[config.mk]
export PLATFORM = sky130hd
export DESIGN_NAME = branch_resolve_unit
export DESIGN_NICKNAME = d
export VERILOG_FILES = /design/src/rtl/branch_resolve_unit.sv
export SDC_FILE = /design/constraint.sdc
export NUM_CORES = 1
export LEC_CHECK = 0
export BUFFER_PORTS_ARGS = -buffer_cell sky130_fd_sc_hd__buf_2
export CAP_MARGIN = 5
export CORE_UTILIZATION = 55
export DETAILED_ROUTE_END_ITERATION = 10
export PLACE_DENSITY = 0.87
export SETUP_SLACK_MARGIN = 0.4
export SYNTH_ARGS = -nofsm -noshare
export SYNTH_HDL_FRONTEND = slang
export SYNTH_SLANG_ARGS = --single-unit
[constraint.sdc]
create_clock -name clk -period 16.4 [get_ports clk]
set_clock_uncertainty 0.1 [all_clocks]
set_input_delay 1.64 -clock clk [delete_from_list [all_inputs] [get_ports clk]]
set_output_delay 1.64 -clock clk [all_outputs]
set_load 0.05 [all_outputs]
[src/rtl/branch_resolve_unit.sv]
// Holds in-flight branch predictions in order, resolves the oldest against execute, pulses mispredict/redirect and trains the predictor.
// Define BRANCH_RESOLVE_STATS_EN to add saturating branch/mispredict counters.
module branch_resolve_unit #(
  parameter int DEPTH = 4,
  parameter int PC_W  = 32,
  parameter int IDX_W = 4
) (
  input  logic                     clk,
  input  logic                     reset,
  input  logic                     pred_valid,
  output logic                     pred_ready,
  input  logic [PC_W-1:0]          pred_pc,
  input  logic                     pred_taken,
  input  logic [PC_W-1:0]          pred_target,
  input  logic                     res_valid,
  input  logic                     res_taken,
  input  logic [PC_W-1:0]          res_target,
  output logic                     mispredict,
  output logic [PC_W-1:0]          redirect_pc,
  output logic                     upd_valid,
  output logic [IDX_W-1:0]         upd_idx,
  output logic                     upd_taken,
  output logic [$clog2(DEPTH):0]   count,
  output logic                     underflow_err
`ifdef BRANCH_RESOLVE_STATS_EN
  ,
  output logic [31:0]              stat_branches,
  output logic [31:0]              stat_mispredicts
`endif
);

  localparam int AW = $clog2(DEPTH);
  localparam logic [AW:0] PTR_ONE = (AW+1)'(1);

  logic [PC_W-1:0] pc_mem  [DEPTH];
  logic            tk_mem  [DEPTH];
  logic [PC_W-1:0] tgt_mem [DEPTH];

  logic [AW:0] rd_q, rd_d, wr_q, wr_d;
  logic        empty, full, resolve, push, flush;
  logic        dir_miss, tgt_miss, miss;
  logic [PC_W-1:0] head_pc, head_tgt, redirect_d;
  logic            head_tk;

  logic              mispredict_q, upd_valid_q, upd_taken_q, underflow_q;
  logic [PC_W-1:0]   redirect_q;
  logic [IDX_W-1:0]  upd_idx_q;

  assign empty      = (rd_q == wr_q);
  assign full       = (rd_q[AW] != wr_q[AW]) && (rd_q[AW-1:0] == wr_q[AW-1:0]);
  assign pred_ready = !full;
  assign count      = wr_q - rd_q;

  assign head_pc  = pc_mem[rd_q[AW-1:0]];
  assign head_tk  = tk_mem[rd_q[AW-1:0]];
  assign head_tgt = tgt_mem[rd_q[AW-1:0]];

  assign resolve  = res_valid && !empty;
  assign dir_miss = (head_tk != res_taken);
  assign tgt_miss = head_tk && res_taken && (head_tgt != res_target);
  assign miss     = dir_miss | tgt_miss;
  assign flush    = resolve && miss;
  // A push racing a flush is on the wrong path and must not enter the queue.
  assign push     = pred_valid && pred_ready && !flush;

  assign redirect_d = res_taken ? res_target : head_pc + PC_W'(4);

  always_comb begin
    rd_d = rd_q;
    wr_d = wr_q;
    if (flush) begin
      rd_d = rd_q + PTR_ONE;
      wr_d = rd_q + PTR_ONE;
    end else begin
      if (resolve) rd_d = rd_q + PTR_ONE;
      if (push)    wr_d = wr_q + PTR_ONE;
    end
  end

  always_ff @(posedge clk or posedge reset) begin
    if (reset) begin
      rd_q <= '0;
      wr_q <= '0;
    end else begin
      rd_q <= rd_d;
      wr_q <= wr_d;
    end
  end

  always_ff @(posedge clk) begin
    if (push) begin
      pc_mem[wr_q[AW-1:0]]  <= pred_pc;
      tk_mem[wr_q[AW-1:0]]  <= pred_taken;
      tgt_mem[wr_q[AW-1:0]] <= pred_target;
    end
  end

  always_ff @(posedge clk or posedge reset) begin
    if (reset) begin
      mispredict_q <= 1'b0;
      upd_valid_q  <= 1'b0;
      upd_taken_q  <= 1'b0;
      upd_idx_q    <= '0;
      redirect_q   <= '0;
      underflow_q  <= 1'b0;
    end else begin
      upd_valid_q  <= resolve;
      mispredict_q <= flush;
      if (resolve) begin
        upd_idx_q   <= head_pc[IDX_W+1:2];
        upd_taken_q <= res_taken;
      end
      if (flush) redirect_q <= redirect_d;
      if (res_valid && empty) underflow_q <= 1'b1;
    end
  end

  assign mispredict    = mispredict_q;
  assign upd_valid     = upd_valid_q;
  assign upd_taken     = upd_taken_q;
  assign upd_idx       = upd_idx_q;
  assign redirect_pc   = redirect_q;
  assign underflow_err = underflow_q;

`ifdef BRANCH_RESOLVE_STATS_EN
  logic [31:0] stat_br_q, stat_mp_q;

  always_ff @(posedge clk or posedge reset) begin
    if (reset) begin
      stat_br_q <= '0;
      stat_mp_q <= '0;
    end else begin
      if (resolve && (stat_br_q != 32'hFFFF_FFFF)) stat_br_q <= stat_br_q + 32'd1;
      if (flush && (stat_mp_q != 32'hFFFF_FFFF))   stat_mp_q <= stat_mp_q + 32'd1;
    end
  end

  assign stat_branches    = stat_br_q;
  assign stat_mispredicts = stat_mp_q;
`endif

endmodule
* Yosys cells after proc, flatten, opt, wreduce, memory -nomap -nowiden *
Memory sizes are Yosys's and may differ from the RTL's.
Cells that the tools add are included.

word-level totals
  output and inout port bits = 44
  bits in registers = 46
  memory bits (writable) = 260
  memories = 3
  memory bits (read-only) = 0
  bits in latches = 0
  input port bits = 102
  word-level logic and storage cells = 41

memory list
  name     depth  width  rd ports  clocked after memory_dff  write ports  RTL line  source
  pc_mem   4      32     1         0                         1            35        logic [PC_W-1:0] pc_mem [DEPTH];
  tgt_mem  4      32     1         0                         1            37        logic [PC_W-1:0] tgt_mem [DEPTH];
  tk_mem   4      1      1         0                         1            36        logic tk_mem [DEPTH];

cells by class
  bitwise gates (word level) = 1
  divide/modulo/power cells = 0
  shift operators = 0
  reductions and logical operators = 13
  equal/unequal tests = 5
  muxes and demuxes = 7
  add/sub/neg operators = 4
  $lt $le $gt $ge = 0
  multiply operators = 0

operators by type and width
  cell                     number
  $add A32 B3 Y32 const B  1
  $mux W32                 1
  $ne A32 B32 Y1           1
  $mux W3                  4
  $logic_and A1 B1 Y1      8
  $add A3 B1 Y3 const B    2
  $reduce_bool A2 Y1       2
  $eq A3 B3 Y1             1
  $logic_not A1 Y1         3
  $sub A3 B3 Y3            1
  $eq A2 B2 Y1             1
  $mux W1                  2
  $ne A1 B1 Y1             2
  $or A1 B1 Y1             1

* Depth between registers and ports, before layout *
An unclocked memory read counts as a cell.

  depth after elaboration = 9
  depth in mapped cells = 11
  depth with buffers taken out = 8

* Least setup slack after synthesis *
OpenSTA, ideal clock, no wires.

  kind = input to register
  start point = input port res_target[12]
  end point = memory pc_mem[3][0] (enable)
  setup slack = 10312 ps
  buffers on the path = 1
  data required time = 15804 ps
  stages on the path = 7
  data arrival time = 5492 ps
  setup time = 496 ps
  cell sequence = xnor2_1 > nand4_1 > nor4_1 > nand4_1 > o211ai_2 > buf_6 > nor2b_1

between the ends
  longest elaborated chain between the ends = 8

ends and longest elaborated chain
  element                        RTL line  source
  start, declared                17        input logic [PC_W-1:0] res_target,
  $ne A32 B32 Y1                 60        assign tgt_miss = head_tk && res_taken && (head_tgt != res_target);
  $logic_and A1 B1 Y1            60
  $or A1 B1 Y1                   61        assign miss = dir_miss | tgt_miss;
  $logic_and A1 B1 Y1            62        assign flush = resolve && miss;
  $logic_not A1 Y1               64        assign push = pred_valid && pred_ready && !flush;
  $logic_and A1 B1 Y1            64
  $mux W1                        91        if (push) begin
  $mux W1 (implied by the code)  92        pc_mem[wr_q[AW-1:0]] <= pred_pc;
  end, declared                  35

No other way between the ends.

* Worst setup path after layout *
  start point = register rd_q[0]
  end point = memory tgt_mem[2][17] (enable)

between the ends
  longest elaborated chain between the ends = 9
  elaborated cells between the ends (all ways) = 19
  those cells by class = eq/ne: 4; mux: 2; bitwise: 1; reduce/logical: 10; memory: 2

ends and longest elaborated chain
  element                                                RTL line  source
  start, declared                                        39        logic [AW:0] rd_q, rd_d, wr_q, wr_d;
  start signal, assigned                                 85        rd_q <= rd_d;
  $mem_v2 Z4 W32 or $mem_v2 Z4 W1 (tied branches)        n/a
  $ne A32 B32 Y1 or $logic_and A1 B1 Y1 (tied branches)  60
  $logic_and A1 B1 Y1                                    60
  $or A1 B1 Y1                                           61
  $logic_and A1 B1 Y1                                    62
  $logic_not A1 Y1                                       64
  $logic_and A1 B1 Y1 *                                  64
  $mux W1 *                                              91
  $mux W1 (implied by the code) *                        94        tgt_mem[wr_q[AW-1:0]] <= pred_target;
  end, declared                                          37

Mark *: on every way between the ends. The rest lies on a longest branch, timed or not.

==> results.ini <==
[global_routing]
track_usage_pct = 24.52
grt_max_degree = 66
overflow = 0
grt_pass1_wl_um = 42230
grt_antenna_before_repair = 2
grt_pass1_vias = 7120

[timing]
max_freq_mhz = 180.2
rsz0062_at_grt = no
hold_viol_final = 0
slew_violations = 0
fin_crit_sh_pct = 33.84
finalCriticalPeriod_ps = 5549
holdWs_ps = 356.5
setup_viol = 0
tightest_slew_ps = 1018
relSlewSlack_pct = 32.14
setup_tns_ps = 0

[die]
dieArea_um2 = 23380
start_util_pct = 56.68
die_height_um = 152.9
die_width_um = 152.9
design.core.area_um2 = 22090
io_pins = 146
core.rowCount = 54

[routing]
wirelength_um = 27770
final_antenna_net_count = 0
first_pass_iters = 5
vias = 6825
drc = 0
drt_iter0_drc = 620
viasPerCell = 6.019
drt-wirelength-per-cell_um = 24.49

[outcome]
status = completed

[logic_synthesis]
syn_nets = 783
yosysMostFrequentCell = edfxtp_1
yosys_warnings = 0
seq_area_frac_synth_pct = 71.54
synth_edf_count = 260
synthDistinctLibCells = 33
syn_inst = 671
syn_area_per_cell_um2 = 18.66
ys_ff_latch = 306
yosysTopAreaCellShare_pct = 62.34
async_reset_ff_share_pct = 15.03
synth_ff_type = edfxtp_1
synth_commonest_cells = 260 x edfxtp_1, 65 x mux4_2, 55 x nand2_1, 46 x dfrtp_1, 39 x xnor2_1
syn_area_um2 = 12520
ys_top_cells_by_area = edfxtp_1 62%, mux4_2 12%, dfrtp_1 9.2%
yosys.area.top_type = edfxtp_1

[final_layout]
final_cell_area_um2 = 14500
drive_gt1_share_pct = 32.39
multiInputGateArea_um2 = 3358
area_growth_pct = 15.76
nFillCells = 1405
utilization_pct = 65.61
nets = 941
seq_area_um2 = 8964

[power]
power_leakage_nw = 5.161
p_per_area_nw_per_um2 = 199.2
power.total_mw = 2.888
ir_worst_vdd_mv = 0.1382

[worst_setup_path]
cp_max_fo = 35
r2r_setup_slack_ps = 10850
path_buf_inv = 2
max_stage_delay_ps = 890
crit_chain = buf_4 > mux4_2 > xnor2_1 > nand4_1 > nor4_1 > nand4_1 > o211ai_4 > and3_2 > buf_4
required_ps = 16490
slowest_stage = dfrtp_4
crit_type = reg2reg
endpoint_kind = flip-flop
rr_startpoint = rd_q[0]
arrival_ps = 5640
r2r_end = tgt_mem[2][17]
worst_r2r_path_depth = 9
cp-start-kind = flip-flop
crit_family = simple AND/OR/NAND/NOR gates

[cts]
cts_buffers = 30
post_cts_buffers = 0
ctsHtreeMaxLevel = 1
clk_latency_ps = 550
cts_tree = done
cts_resized = 0
root_buffer = clkbuf_16
clkTransAtPathRegs_ps = 60
clkSinkCount = 306
cts_hold_buf = 0
cts.path.max_buffers = 3

[min_path]
min_path_type = reg2reg
holdPathStages = 1
min_from = underflow_err
worstHoldEndpoint = underflow_err

[flow_run]
maxCapViolations = 0

[placed_design]
portBuffers = 145
gp_congestion = 0.7825
placed_cell_area_um2 = 13510
dp_hpwl_um = 17900

[layer usage]
metal | vias up | global-route usage, % | wire, um
li1 | 2938 | - | -
met1 | 3461 | 33.56 | 11010
met2 | 376 | 40.26 | 13760
met3 | 50 | 5.245 | 2407
met4 | 0 | 6.878 | 593
met5 | - | 0 | 0
[state kept, by name, summed over array words and instances, names as in the netlist]
signal / cells
redirect_pc: 32
upd_idx: 4
upd_valid: 1
tk_mem: 4
mispredict: 1
upd_taken: 1
wr_q: 3
rd_q: 3
pc_mem: 128
underflow_err: 1
tgt_mem: 128
[worst max-delay path by stage]
stage	slack (ps)	cells past startpoint	to	start
after floorplan	10310	7	pc_mem[3][0]	res_target[12]
after global placement	10960	9	tgt_mem[0][7]	rd_q[0]
after detailed placement	10900	9	tgt_mem[2][26]	rd_q[0]
after CTS	10790	9	pc_mem[2][24]	rd_q[0]
after global routing	10440	9	tgt_mem[2][25]	rd_q[0]
final	10850	9	tgt_mem[2][17]	rd_q[0]
[area by class of cell]
| type | count | share of cell area [%] |
|---|---|---|
| multi-input combinational | 325 | 23.17 |
| sequential | 306 | 61.83 |
| clock buffer | 39 | 5.697 |
| tap | 280 | 2.417 |
| timing repair buffer | 155 | 5.524 |
| antenna | 2 | 0.03452 |
| clock inverter | 16 | 1.044 |
| inverter | 11 | 0.2848 |
[metrics by stage]
step,setup slack [ps],instances
3_3_place_gp,10960,1077
6_report,10850,1134
5_1_grt,10440,1134
3_5_place_dp,10900,1077
2_1_floorplan,10310,671
4_1_cts,10790,1132
[logic make-up (layout without fill, tap and decap cells)]
group | count (synthesis) | in the layout | share of synthesized area, %
multiplexers | 104 | 104 | 15.18
AO/OA/AOI/OAI | 32 | 32 | 1.359
AND/OR/NAND/NOR | 112 | 112 | 4.376
adder cells (fa/ha/maj) | 10 | 10 | 1.059
flip-flops | 306 | 306 | 71.54
buffers and inverters | 40 | 221 | 1.808
XOR/XNOR | 67 | 67 | 4.686
other | 0 | 2 | 0
[cell usage in the layout (no fill, tap or decap), types with 2 or more instances in the layout]
| cell | Yosys | layout |
|---|---|---|
| xnor2_1 | 39 | 39 |
| mux2_2 | 4 | 4 |
| dfrtp_1 | 46 | 44 |
| edfxtp_1 | 260 | 260 |
| nand2_1 | 55 | 55 |
| nand3_1 | 13 | 13 |
| and3_1 | 8 | 5 |
| mux2i_1 | 2 | 2 |
| inv_1 | 10 | 9 |
| ha_1 | 9 | 9 |
| nor3_1 | 3 | 3 |
| o21ai_0 | 29 | 29 |
| clkinvlp_4 | 0 | 2 |
| nor2_1 | 5 | 5 |
| clkbuf_1 | 11 | 6 |
| xor2_1 | 28 | 28 |
| clkinv_2 | 0 | 4 |
| diode_2 | 0 | 2 |
| clkbuf_16 | 0 | 31 |
| buf_4 | 4 | 10 |
| bufinv_16 | 0 | 3 |
| nor4_2 | 2 | 2 |
| mux4_2 | 65 | 65 |
| and3_2 | 0 | 3 |
| clkinv_1 | 1 | 8 |
| nor4_1 | 3 | 3 |
| clkbuf_8 | 0 | 2 |
| nand4_1 | 17 | 17 |
| and2_1 | 2 | 2 |
| buf_2 | 7 | 145 |
| mux2_1 | 33 | 33 |
[power breakdown]
group / switching (mW) / leakage (nW) / internal (mW)
Sequential: 0.100 / 2.92 / 1.06
Combinational: 0.671 / 1.77 / 0.385
Clock: 0.275 / 0.473 / 0.399
No activity file was read; power rests on OpenSTA's default activity.
